### config.mk
export PLATFORM = sky130hd
export DESIGN_NAME = univ_shift_reg_flat
export DESIGN_NICKNAME = d
export VERILOG_FILES = /design/src/rtl/univ_shift_reg_pkg.sv /design/src/rtl/univ_shift_reg_if.sv /design/src/rtl/univ_shift_reg_shift_cell.sv /design/src/rtl/univ_shift_reg.sv /design/src/flat_wrapper.sv
export SDC_FILE = /design/constraint.sdc
export NUM_CORES = 1
export LEC_CHECK = 0
export ABC_AREA = 0
export CORE_MARGIN = 1
export CORE_UTILIZATION = 46
export CTS_BUF_LIST = sky130_fd_sc_hd__clkbuf_16
export DETAILED_ROUTE_END_ITERATION = 7
export PLACE_DENSITY = 0.92
export SLEW_MARGIN = 20
export SYNTH_ARGS = -nofsm -noshare
export SYNTH_HDL_FRONTEND = slang
export SYNTH_SLANG_ARGS = --single-unit
### constraint.sdc
create_clock -name clk -period 2.28 [get_ports clk]
set_input_delay 0.342 -clock clk [delete_from_list [all_inputs] [get_ports clk]]
set_output_delay 0.342 -clock clk [all_outputs]
set_load 0.005 [all_outputs]
### src/rtl/univ_shift_reg_pkg.sv
// Shared definitions for the universal shift register: mode encodings and helpers.
package univ_shift_reg_pkg;

    typedef enum logic [1:0] {
        MODE_HOLD = 2'b00,
        MODE_SHR  = 2'b01,
        MODE_SHL  = 2'b10,
        MODE_LOAD = 2'b11
    } mode_e;

    // True for either shift direction; both advance the per-word shift count.
    function automatic logic is_shift(input mode_e m);
        return (m == MODE_SHR) || (m == MODE_SHL);
    endfunction

endpackage

### src/rtl/univ_shift_reg_if.sv
// Control, data and status bundle of the universal shift register.
interface univ_shift_reg_if
    import univ_shift_reg_pkg::*;
#(
    parameter int unsigned WIDTH = 8
);
    localparam int unsigned CNT_W = $clog2(WIDTH + 1);

    logic             en;
    mode_e            mode;
    logic             sin_r;
    logic             sin_l;
    logic [WIDTH-1:0] pin;
    logic [WIDTH-1:0] pout;
    logic             sout_r;
    logic             sout_l;
    logic [CNT_W-1:0] cnt;
    logic             word_done;

    modport master (
        output en, mode, sin_r, sin_l, pin,
        input  pout, sout_r, sout_l, cnt, word_done
    );

    modport slave (
        input  en, mode, sin_r, sin_l, pin,
        output pout, sout_r, sout_l, cnt, word_done
    );

endinterface

### src/rtl/univ_shift_reg_shift_cell.sv
// One register bit: 4:1 mux (hold / left neighbour / right neighbour / parallel bit)
// feeding an asynchronously reset flop.
module shift_cell
    import univ_shift_reg_pkg::*;
#(
    parameter logic RESET_BIT = 1'b0
) (
    input  logic  clk,
    input  logic  rst,
    input  logic  en,
    input  mode_e mode,
    input  logic  from_left,
    input  logic  from_right,
    input  logic  pin_bit,
    output logic  q
);

    logic d_c;

    always_comb begin
        d_c = q;
        case (mode)
            MODE_HOLD: d_c = q;
            MODE_SHR:  d_c = from_left;
            MODE_SHL:  d_c = from_right;
            MODE_LOAD: d_c = pin_bit;
            default:   d_c = q;
        endcase
    end

    always_ff @(posedge clk or posedge rst) begin
        if (rst) begin
            q <= RESET_BIT;
        end else if (en) begin
            q <= d_c;
        end
    end

endmodule

### src/rtl/univ_shift_reg.sv
// Universal shift register: bit-cell datapath plus per-word shift counter and
// a one-cycle word_done pulse after the WIDTH-th shift.
module univ_shift_reg
    import univ_shift_reg_pkg::*;
#(
    parameter int unsigned      WIDTH     = 8,
    parameter logic [WIDTH-1:0] RESET_VAL = '0
) (
    input logic               clk,
    input logic               rst,
    univ_shift_reg_if.slave   bus
);

    localparam int unsigned      CNT_W = $clog2(WIDTH + 1);
    localparam logic [CNT_W-1:0] LAST  = CNT_W'(WIDTH - 1);

    logic [WIDTH-1:0] q;
    logic [WIDTH-1:0] shr_src;
    logic [WIDTH-1:0] shl_src;
    logic [CNT_W-1:0] cnt_q;
    logic             word_done_q;
    logic             shift_c;
    logic             load_c;
    logic             wrap_c;

    // Neighbour each bit takes from on a right / left shift.
    assign shr_src = {bus.sin_r, q[WIDTH-1:1]};
    assign shl_src = {q[WIDTH-2:0], bus.sin_l};

    for (genvar i = 0; i < WIDTH; i++) begin : g_cell
        shift_cell #(
            .RESET_BIT (RESET_VAL[i])
        ) u_cell (
            .clk        (clk),
            .rst        (rst),
            .en         (bus.en),
            .mode       (bus.mode),
            .from_left  (shr_src[i]),
            .from_right (shl_src[i]),
            .pin_bit    (bus.pin[i]),
            .q          (q[i])
        );
    end

    assign shift_c = bus.en && is_shift(bus.mode);
    assign load_c  = bus.en && (bus.mode == MODE_LOAD);
    assign wrap_c  = shift_c && (cnt_q == LAST);

    // A load always wins over the wrap and never raises word_done.
    always_ff @(posedge clk or posedge rst) begin
        if (rst) begin
            cnt_q       <= '0;
            word_done_q <= 1'b0;
        end else begin
            word_done_q <= wrap_c;
            if (load_c || wrap_c) begin
                cnt_q <= '0;
            end else if (shift_c) begin
                cnt_q <= cnt_q + CNT_W'(1);
            end
        end
    end

    assign bus.pout      = q;
    assign bus.sout_r    = q[0];
    assign bus.sout_l    = q[WIDTH-1];
    assign bus.cnt       = cnt_q;
    assign bus.word_done = word_done_q;

endmodule

### src/flat_wrapper.sv
// flat-port wrapper written by rule: the top's interface ports become plain ports
module univ_shift_reg_flat import univ_shift_reg_pkg::*;
#(
    parameter int unsigned      WIDTH     = 8,
    parameter logic [WIDTH-1:0] RESET_VAL = '0
)
  (clk, rst, bus_en, bus_mode, bus_sin_r, bus_sin_l, bus_pin, bus_pout, bus_sout_r, bus_sout_l, bus_cnt, bus_word_done);
  univ_shift_reg_if #(.WIDTH(WIDTH)) bus_i ();
  input logic clk;
  input logic rst;
  input wire logic [$bits(bus_i.en)-1:0] bus_en;
  input wire logic [$bits(bus_i.mode)-1:0] bus_mode;
  input wire logic [$bits(bus_i.sin_r)-1:0] bus_sin_r;
  input wire logic [$bits(bus_i.sin_l)-1:0] bus_sin_l;
  input wire logic [$bits(bus_i.pin)-1:0] bus_pin;
  output wire logic [$bits(bus_i.pout)-1:0] bus_pout;
  output wire logic [$bits(bus_i.sout_r)-1:0] bus_sout_r;
  output wire logic [$bits(bus_i.sout_l)-1:0] bus_sout_l;
  output wire logic [$bits(bus_i.cnt)-1:0] bus_cnt;
  output wire logic [$bits(bus_i.word_done)-1:0] bus_word_done;
  assign bus_i.en = bus_en;
  assign bus_i.mode = bus_mode;
  assign bus_i.sin_r = bus_sin_r;
  assign bus_i.sin_l = bus_sin_l;
  assign bus_i.pin = bus_pin;
  assign bus_pout = bus_i.pout;
  assign bus_sout_r = bus_i.sout_r;
  assign bus_sout_l = bus_i.sout_l;
  assign bus_cnt = bus_i.cnt;
  assign bus_word_done = bus_i.word_done;
  univ_shift_reg #(.WIDTH(WIDTH), .RESET_VAL(RESET_VAL)) u_core (.clk(clk), .rst(rst), .bus(bus_i));
endmodule
# --- Yosys cells after proc, flatten, opt, wreduce, memory -nomap -nowiden ---
# Index checks and enable logic that the tools add are counted.
word_totals:
  word_cells: 34
  output_inout_bits: 15
  ff_bits: 13
  input_bits: 15
classes:
  n_eq_ne: 4
  mux: 10
  n_reduce_logical: 8
  n_addsub: 1
  bitwise: 1
op_table:
  columns: ["op", "n"]
  rows:
  - ["$pmux 1 s3", 8]
  - ["$mux 4", 2]
  - ["$add 4x1->4 const B", 1]
  - ["$eq 2x2->1 const B", 2]
  - ["$eq 4x3->1 const B", 1]
  - ["$logic_and 1x1->1", 3]
  - ["$eq 2x1->1 const B", 1]
  - ["$logic_not 2->1", 1]
  - ["$logic_or 1x1->1", 2]
  - ["$reduce_and 2->1", 1]
  - ["$reduce_bool 2->1", 1]
  - ["$not 1->1", 1]

# --- Longest topological paths before layout ---
depth:
  depth_word: 6
  depth_mapped: 6
  depth_no_buf: 5

# --- Cells and area by module ---
# Synthesis repeated with hierarchy kept, for this count alone.
hier_totals:
  cells_unflattened: 93
  area_unflattened_um2: 917.1
by_module_without_submodules:
  columns: ["mod", "instances", "cells_each", "seq_area_each_um2", "area_per_inst_um2"]
  rows:
  - ["shift_cell", 8, 8, 25.0, 78.8]
  - ["univ_shift_reg", 1, 29, 125.1, 286.5]

# --- Least setup slack after synthesis ---
# OpenSTA, ideal clock, no wires.
synth_path:
  path_kind: "input to register"
  from: "in bus_mode[0]"
  to: "reg u_core.cnt_q[1], in the netlist u_core.bus.cnt[1]"
  cell_stages: 4
  n_path_buf: 0
  t_arrival_ps: 1121
  setup_slack_ps: 1038
  setup_ps: 122
  required_time_ps: 2158
  path_cell_list: "inv_1 -> ha_1 -> and3b_1 -> a32o_1"
synth_via:
  elab_chain_cells: 6
  word_cells_on_any_way: 10
  classes_between: "eq/ne (3); mux (1); reduce/logical (6)"
synth_rtl:
  columns: ["item", "line", "text"]
  rows:
  - ["start, declared", "flat_wrapper.sv:12", "input wire logic [$bits(bus_i.mode)-1:0] bus_mode;"]
  - ["$eq 2x1->1 or $eq 2x2->1 (tied branches)", "univ_shift_reg_pkg.sv:13", "return (m == MODE_SHR) || (m == MODE_SHL);"]
  - ["$logic_or 1x1->1", "univ_shift_reg_pkg.sv:13", null]
  - ["$logic_and 1x1->1", "univ_shift_reg.sv:45", "assign shift_c = bus.en && is_shift(bus.mode);"]
  - ["$logic_and 1x1->1", "univ_shift_reg.sv:47", "assign wrap_c = shift_c && (cnt_q == LAST);"]
  - ["$logic_or 1x1->1", "univ_shift_reg.sv:56", "if (load_c || wrap_c) begin"]
  - ["$mux 4 or $reduce_bool 2->1 (tied branches)", null, null]
  - ["end signal, assigned", "univ_shift_reg.sv:59", "cnt_q <= cnt_q + CNT_W'(1);"]
  - ["end, declared", "univ_shift_reg.sv:20", "logic [CNT_W-1:0] cnt_q;"]
# Several ways; a longest one is shown, not always the timed one.
# A chain may end at the register's enable or synchronous reset.

# --- Worst setup path after layout ---
layout_path:
  from: "in bus_mode[1]"
  to: "reg u_core.g_cell[2].u_cell.q"
layout_via:
  elab_chain_cells: 3
  word_cells_on_any_way: 7
  classes_between: "eq/ne (3); mux (1); bitwise (1); reduce/logical (2)"
layout_rtl:
  columns: ["item", "line", "text"]
  rows:
  - ["branches (longest 3 deep; another with $pmux 1 s3)", null, null]
  - ["end signal, assigned", "univ_shift_reg_shift_cell.sv:33", "q <= RESET_BIT;"]
  - ["end signal, assigned", "univ_shift_reg_shift_cell.sv:35", "q <= d_c;"]
  - ["end, declared", "univ_shift_reg_shift_cell.sv:15", "output logic q"]
# Several ways; the timed one is not identified.

==> results.py <==
metrics = {
    "place": {
        "post-dp-hpwl_um": 1260,
        "portBuffers": 29,
        "gp_congestion": 0.819,
        "placed_cell_area_sq_um": 1020,
    },
    "die": {
        "rows": 14,
        "dieArea_sq_um": 1870,
        "io_pins": 30,
        "die_width_um": 43.3,
        "core_area_sq_um": 1540,
        "start_util_pct": 50.9,
        "die-height_um": 43.3,
    },
    "synth": {
        "netlist_area_sq_um": 785,
        "ys_seq_elements": 13,
        "postSynthAreaPerCell_sq_um": 9.23,
        "synthFlopType": "dfrtp_1",
        "synth_edf_count": 0,
        "netlist_instances": 85,
        "yosys_warnings": 0,
        "yosysUniqueCellTypes": 22,
        "synth_fp_nets": 104,
        "async_flop_share_pct": 100,
        "yosysSeqAreaShare_pct": 41.5,
    },
    "setup_path": {
        "r2r-start": "u_core.bus.cnt[0]$_DFFE_PP0P_",
        "max_stage_delay_ns": 0.50,
        "cp-end-kind": "register",
        "rrSetupSlack_ns": 0.93,
        "cp.required_ns": 2.40,
        "crit_path_cell_trace": "clkdlybuf4s50_1, ha_1, buf_4, nor2_4, a21oi_1, o21ai_1",
        "cp_slowest_cell": "clkdlybuf4s50_1",
        "cp_max_fo": 13,
        "worstSetupStartpoint": "bus_mode[1]",
        "criticalPathCategory": "input pin to register",
        "cp_data_arrival_time_ns": 1.82,
        "cp-start-kind": "input pin",
        "rr_worst_depth": 4,
        "reg2reg_to": "u_core.bus.cnt[1]$_DFFE_PP0P_",
    },
    "layout": {
        "multiInputGateArea_sq_um": 363,
        "nNetsFinal": 128,
        "drive_gt1_share_pct": 7.41,
        "final_area_sq_um": 1100,
        "seq_area_sq_um": 325,
        "area_delta_synth_final_pct": 40.2,
        "diodes": 0,
        "fill_cells": 116,
    },
    "cts": {
        "cts_hold_buf": 0,
        "cts_resized": 0,
        "h-tree-depth": 1,
        "cts_tree": "built",
        "cts_num_sinks": 13,
        "clk-insertion-delay-late_ns": 0.24,
        "numCtsBuffers": 3,
        "cts_setup_buffers": 0,
        "root_buffer": "clkbuf_16",
        "clk_pin_slew_worst_paths_ns": 0.05,
        "clockBufferDepth": 2,
    },
    "timing": {
        "tightestPinTransition_ns": 0.519,
        "rsz0062_at_grt": "no",
        "slew_headroom_pct": 65.3,
        "skew_ns": 0.00278,
        "period_minus_slack_ns": 1.70,
        "period_share_pct": 74.5,
        "setup-violations-final": 0,
        "finalSetupTns_ns": 0,
        "max_freq_ghz": 0.589,
        "final-hold-violation-count": 0,
        "finalMaxSlewViolations": 0,
    },
    "run": {
        "drv_cap": 0,
    },
    "pwr": {
        "p_leak_nw": 0.483,
        "power.density_nw_per_um2": 813,
        "switching_share_pct": 26.9,
        "pwr-share-seq_pct": 36.0,
        "p_int_w": 0.000653,
        "p_switching_w": 0.000241,
        "irDropWorstVdd_mv": 0.476,
        "p_comb_share_pct": 27.1,
        "power_frac_clock_pct": 36.9,
    },
    "detailed_routing": {
        "vias_per_cell": 5.94,
        "first_pass_iters": 4,
        "wl_per_cell_um": 15.4,
        "drc": 0,
        "num_vias": 736,
        "routed_wirelength_um": 1910,
        "drt_iter0_markers": 18,
        "ant_nets": 0,
    },
    "grt": {
        "grt_pass1_vias": 646,
        "grt_max_degree": 17,
        "overflow": 0,
        "grt_pass1_wl_um": 2920,
        "antenna_found_initial": 0,
        "grt_use_total_pct": 21.9,
    },
    "status": {
        "status": "complete, no violations",
    },
    "min_path": {
        "hold_path.class": "input pin to async pin",
    },
}
## synthesized netlist by cell type (2+ instances only)
library cell	count	area, sq um
o21ai_1	12	60.1
nand2_1	12	45.0
a21oi_1	9	45.0
a22o_1	8	70.1
inv_1	4	15.0
buf_2	2	10.0
ha_1	4	50.1
dfrtp_1	13	325
buf_4	8	60.1
## metrics by stage
stage | setup WS (ns) | hold WS [ns] | total power [W] | instances | util, %
finish | 0.582 | 0.440 | 0.000894 | 124 | 71.3
global route | 0.476 | 0.507 | 0.000931 | 124 | 71.3
CTS | 0.588 | 0.464 | 0.000894 | 124 | 71.3
detailed placement | 0.348 | 0.518 | 0.000558 | 120 | 66.2
global placement | 0.419 | 0.514 | 0.000550 | 120 | 66.2
floorplan | 1.04 | 0.219 | 0.000449 | 85 | -
## per-layer routing
layer  wire, um  vias to the layer above  GRT usage (%)
li1           -                      340              -
met1        778                      356           27.5
met2        976                       35           34.0
met3        114                        5           5.11
met4         36                        0           12.1
met5          0                        -              0
## sequential cells by signal, summed over array words and instances (netlist names)
register,cells
u_core.g_cell.u_cell.q,8
u_core.bus.cnt,4
u_core.bus.word_done,1
## power groups by stage
stage / registers [W] / logic, W / clock network (W)
2_1_floorplan: 0.000316 / 0.000133 / 0
3_3_place_gp: 0.000322 / 0.000228 / 0
3_5_place_dp: 0.000323 / 0.000234 / 0
4_1_cts: 0.000321 / 0.000244 / 0.000329
5_1_grt: 0.000329 / 0.000263 / 0.000339
6_report: 0.000322 / 0.000242 / 0.000330
## how the worst max path moves through the flow
stage                                                 end  depth (start not counted)  slack, ns
floorplan                   u_core.bus.cnt[1]$_DFFE_PP0P_                          4       1.04
global placement            u_core.bus.cnt[1]$_DFFE_PP0P_                          4       0.42
detailed placement  u_core.g_cell[3].u_cell.q$_DFFE_PP0P_                          6       0.35
CTS                 u_core.g_cell[2].u_cell.q$_DFFE_PP0P_                          6       0.59
global route        u_core.g_cell[2].u_cell.q$_DFFE_PP0P_                          6       0.48
finish              u_core.g_cell[2].u_cell.q$_DFFE_PP0P_                          6       0.58
## cell usage in the layout, fill, tap and decap left out, drive strengths merged
cell type,n
a21oi,9
a22o,8
a32o,1
and3b,1
buf,1
clkbuf,3
clkdlybuf4s50,29
dfrtp,13
ha,4
inv,5
nand2,13
nand2b,1
nand3,1
nand3b,1
nor2,2
o211ai,1
o21ai,13
o31ai,1
or2,1
## critical path, delay by kind of cell
family | cells | cell delay, ns
compound gates | 2 | 0.28
buf+inv | 2 | 0.70
fa+ha+maj | 1 | 0.44
simple gates | 1 | 0.05
## final cells by class
| class | instances | share of cell area, % |
|---|---|---|
| multi-input combinational | 57 | 33.0 |
| inverter | 4 | 1.37 |
| clock inverter | 1 | 0.341 |
| timing repair buffer | 30 | 27.1 |
| clock buffer | 3 | 6.83 |
| tap | 16 | 1.82 |
| sequential | 13 | 29.6 |
## cell families after synthesis
group                    share of synthesized area, %
AO/OA/AOI/OAI                                    26.8
AND/OR/NAND/NOR                                  13.1
adder cells (fa/ha/maj)                          6.38
buffers and inverters                            12.3
flip-flops                                       41.5
(Power assumes the default switching activity.)
==> variant 1, RTL diff (same settings) <==
`WIDTH` is set to 8 in 3 places; all go to 16.
--- a/src/rtl/univ_shift_reg_if.sv
+++ b/src/rtl/univ_shift_reg_if.sv
@@ -4,3 +4,3 @@
 #(
-    parameter int unsigned WIDTH = 8
+    parameter int unsigned WIDTH = 16
 );
--- a/src/rtl/univ_shift_reg.sv
+++ b/src/rtl/univ_shift_reg.sv
@@ -5,3 +5,3 @@
 #(
-    parameter int unsigned      WIDTH     = 8,
+    parameter int unsigned      WIDTH     = 16,
     parameter logic [WIDTH-1:0] RESET_VAL = '0
--- a/src/flat_wrapper.sv
+++ b/src/flat_wrapper.sv
@@ -3,3 +3,3 @@
 #(
-    parameter int unsigned      WIDTH     = 8,
+    parameter int unsigned      WIDTH     = 16,
     parameter logic [WIDTH-1:0] RESET_VAL = '0
Interface: changed (resized bus_cnt, bus_pin and bus_pout); port bits go from 30 to 47. No check against the original RTL was run, so the function may have changed too.
==> variant 1 against the unedited design <==
  * Clock power up 11%
  * Register-to-register slack got worse by 0.37 ns
  * Synthesized area up 74%
  * Sequential cell count grew 9
  * Critical path depth is the same
  * Wire length up 69%
  * Sequential share of layout area rose by 1.3 points
  * Total power grew 62%
  * Maximum frequency decreased by 7.5%
  * Setup slack lost 0.14 ns
  * Design area rose by 62%
  * Hold slack got worse by 0.020 ns
  * First-iteration DRC count grew to 2.9 times the old value
  * Critical endpoint is now u_core.g_cell[15].u_cell.q
  * Highest routed layer unchanged
==> variant 1: results <==
set metrics [dict create \
    fin_skew_ns 0.00426 \
    synth_nets 175 \
    dp_hpwl_um 2300 \
    syn_area_per_cell_um2 9.29 \
    critPathArrivalTime_ns 2.00 \
    worstPathMaxFanout 17 \
    p_leak_uw 0.000748 \
    largest_register_ff_count 16 \
    fin_cells 206 \
    cts_buffers 3 \
    vdd_drop_max_uv 711 \
    grtUsageTotal_pct 21.1 \
    via_per_inst 5.76 \
    max_stage_delay_ns 0.48 \
    dr.pass1.iters 4 \
    r2r_end "u_core.bus.cnt[3]" \
    io_buffers 46 \
    grt_start_max_net_pins 33 \
    synth_common_cells "22 x dfrtp_1, 19 x buf_4, 18 x nand2_1" \
    nFillCells 244 \
    post_route_cells_drive_above_1_share_pct 9.71 \
    yosysWarnings 0 \
    whs_ns 0.420 \
    cts.sinks 22 \
    ys_types 29 \
    largest-register "u_core.g_cell.u_cell.q" \
    reg2regPathDepth 6 \
    route.detailed.drc 0 \
    rrSetupSlack_ns 0.56 \
    synth_ff_type "dfrtp_1" \
    gp_congestion 0.745 \
    grt_pass1_wl_um 5380 \
    clk_path_buf_depth 2 \
    cts-htree-levels 1 \
    routed_wl_um 3230 \
    ys_seq_area_share_pct 40.3 \
    status "finished clean" \
    synthTopCellsByArea "dfrtp_1 40%, buf_4 10%, a22o_1 6.4%, a21oi_1 6.2%, nand2_1 4.9%" \
    drt-initial-drc-count 53 \
    num-nets-final 204 \
    tightest_slew_ns 0.711 \
]
## variant 1: worst max path at each step
stage / start / end / slack, ns
after floorplan: u_core.bus.cnt[0] / u_core.bus.cnt[3] / 0.72
after CTS: bus_mode[0] / u_core.g_cell[15].u_cell.q / 0.45
after detailed placement: bus_mode[1] / u_core.g_cell[12].u_cell.q / 0.20
after global placement: bus_mode[0] / u_core.g_cell[3].u_cell.q / 0.29
final: bus_mode[0] / u_core.g_cell[15].u_cell.q / 0.44
after global routing: bus_mode[0] / u_core.g_cell[13].u_cell.q / 0.29
## variant 1: kinds of logic (layout without fill, tap and decap cells)
group / count (synthesis) / after routing / share of synthesized area (%)
buffers and inverters: 30 / 58 / 14.8
flip-flops: 22 / 22 / 40.3
AO/OA/AOI/OAI: 56 / 56 / 26.7
AND/OR/NAND/NOR: 34 / 34 / 13.6
adder cells (fa/ha/maj): 5 / 5 / 4.58
## variant 1: area by class of cell
cell class,count,area [um2],share of cell area [%]
sequential,22,551,30.9
timing repair buffer,49,483,27.1
clock inverter,1,3.75,0.211
clock buffer,3,75.1,4.21
inverter,5,18.8,1.05
multi-input combinational,95,612,34.3
tap,31,38.8,2.18
## variant 1: power by group
part | switching (uW) | internal [uW]
combinational | 196 | 304
clock | 134 | 234
sequential | 101 | 477
total | 430 | 1010
## variant 1: layer usage
layer,track usage (%),vias up,routed length [um]
li1,-,565,-
met1,27.6,565,1340
met2,35.5,49,1570
met3,4.15,8,252
met4,5.92,0,70
met5,0,-,0
## variant 1: metrics by stage
stage / area, um2 / worst slack [ns]
after detailed placement: 1700 / 0.195
after CTS: 1780 / 0.451
final: 1780 / 0.444
after floorplan: 1370 / 0.723
after global routing: 1780 / 0.294
after global placement: 1700 / 0.288
==> variant 2, RTL diff (config.mk and constraints unchanged) <==
Made on the original files. One comparison of `cnt_q` changes from == to >=.
--- a/src/rtl/univ_shift_reg.sv
+++ b/src/rtl/univ_shift_reg.sv
@@ -46,3 +46,3 @@
     assign load_c  = bus.en && (bus.mode == MODE_LOAD);
-    assign wrap_c  = shift_c && (cnt_q == LAST);
+    assign wrap_c  = shift_c && (cnt_q >= LAST);
 
Formal check against the unedited RTL: no difference found for any inputs over 10 cycles, from zero or initial values and one cycle with rst high; that may be too few to reach the edited logic, so the function may still have changed.
==> variant 2 against the unedited design <==
  * Design area decreased by 0.80%
  * Synthesized area shrank 0.32%
  * Total power up 5.8%
  * Clock skew shrank 0.0011 ns
  * Sequential cell count is the same
  * Wire length shrank 8.1%
  * Combinational power is 12% higher
  * Count of clock-buffer cells in the layout did not move
  * Clock power is essentially flat
  * Setup slack worse by 0.038 ns
  * Synthesized cell count shrank 5.9%
==> variant 2: results <==
set metrics [dict create \
    status "finished clean" \
    vdd_drop_max_uv 540 \
    post_cts_buffers 0 \
    wl_per_cell_um 14.8 \
    yosysWarnings 0 \
    largest-register "u_core.g_cell.u_cell.q" \
    ys_seq_area_share_pct 41.6 \
    nFillCells 124 \
    slew_headroom_pct 62.9 \
    cp_top_family "adder cells" \
    via_per_inst 5.76 \
    grtUsageTotal_pct 21.7 \
    synthTopCellsByArea "dfrtp_1 42%, a22o_1 10%, buf_4 7.7%, ha_1 6.4%, a21oi_1 5.8%" \
    clk_pin_slew_ns 0.05 \
    dp_hpwl_um 1260 \
    cts_resized 0 \
    cts-htree-levels 1 \
    insertion_delay_ns 0.24 \
    critPathArrivalTime_ns 1.83 \
    cts_buffers 3 \
    io_buffers 29 \
    worstPathMaxFanout 13 \
    max_stage_delay_ns 0.52 \
    antenna_found_initial 0 \
    synth_common_cells "13 x dfrtp_1, 10 x nand2_1, 9 x a21oi_1, 9 x a22o_1, 8 x buf_4" \
    largest_register_ff_count 8 \
    start_util_pct 50.7 \
    n_antenna_cell 0 \
    ys_types 22 \
    gp_congestion 0.789 \
    grt_pass1_wl_um 2930 \
    p_leak_uw 0.000466 \
    drt-initial-drc-count 17 \
    fin_skew_ns 0.00172 \
    dr.pass1.iters 4 \
    num-nets-final 122 \
    critPathSlowestCell "ha_1" \
    grt_pass1_vias 707 \
    synth_nets 99 \
    clockRootBuffer "clkbuf_16" \
    post_route_cells_drive_above_1_share_pct 7.84 \
    hold_class "primary input to async pin" \
    synthArstFlopShare_pct 100 \
]
[variant 2: layout make-up]
cell class                      instances  area share, %
Inverter                                4           1.38
Sequential cell                        13           29.8
Timing Repair Buffer                   29           26.6
Tap cell                               16           1.83
Clock buffer                            3           6.88
Clock inverter                          1          0.459
Multi-Input combinational cell         52           33.0
[variant 2: cell families after synthesis]
logic type | synth area share (%)
and+or+nand+nor | 8.96
DFF | 41.6
buffers and inverters | 12.3
AOI/OAI and AO/OA | 29.3
adders and majority gates | 6.40
muxes | 1.44
[variant 2: worst reg2reg max path, delay by kind of cell, from the launching register on]
kind                       cells  cell delay (ns)
DFF                            1             0.41
AOI/OAI and AO/OA              1             0.40
adders and majority gates      1             0.29
muxes                          1             0.21
[variant 2: final timing paths]
path                                            from                         to  slack, ns  depth (start not counted)
max                                      bus_mode[1]  u_core.g_cell[3].u_cell.q       0.54                          5
min                                              rst          u_core.bus.cnt[0]       0.42                          2
max reg2reg                        u_core.bus.cnt[0]          u_core.bus.cnt[0]       0.91                          3
min reg2reg                u_core.g_cell[7].u_cell.q  u_core.g_cell[7].u_cell.q       0.54                          2
max in group asynchronous                        rst  u_core.g_cell[1].u_cell.q       1.54                          2
min in group clk           u_core.g_cell[7].u_cell.q  u_core.g_cell[7].u_cell.q       0.54                          2
[variant 2: metal layers]
metal | vias to the layer above | track usage (%) | wire length (um)
met2 | 29 | 38.5 | 897
met1 | 319 | 22.0 | 700
li1 | 326 | - | -
met3 | 6 | 5.96 | 119
met5 | - | 0 | 0
met4 | 0 | 13.3 | 36
[variant 2: per-stage QoR]
step	instance area, um2	hold WS (ns)	util, %	setup WS, ns	cells
global placement	1010	0.523	65.6	0.374	114
CTS	1090	0.435	70.8	0.563	118
detailed placement	1010	0.536	65.6	0.339	114
global route	1090	0.498	70.8	0.432	118
finish	1090	0.420	70.8	0.544	118
floorplan	782	0.219	-	1.00	80
[variant 2: power by group]
part	leakage [uW]	internal [uW]	switching, uW
registers	0.000167	279	65.4
clock network	0.0000409	233	96.4
logic	0.000258	172	99.7
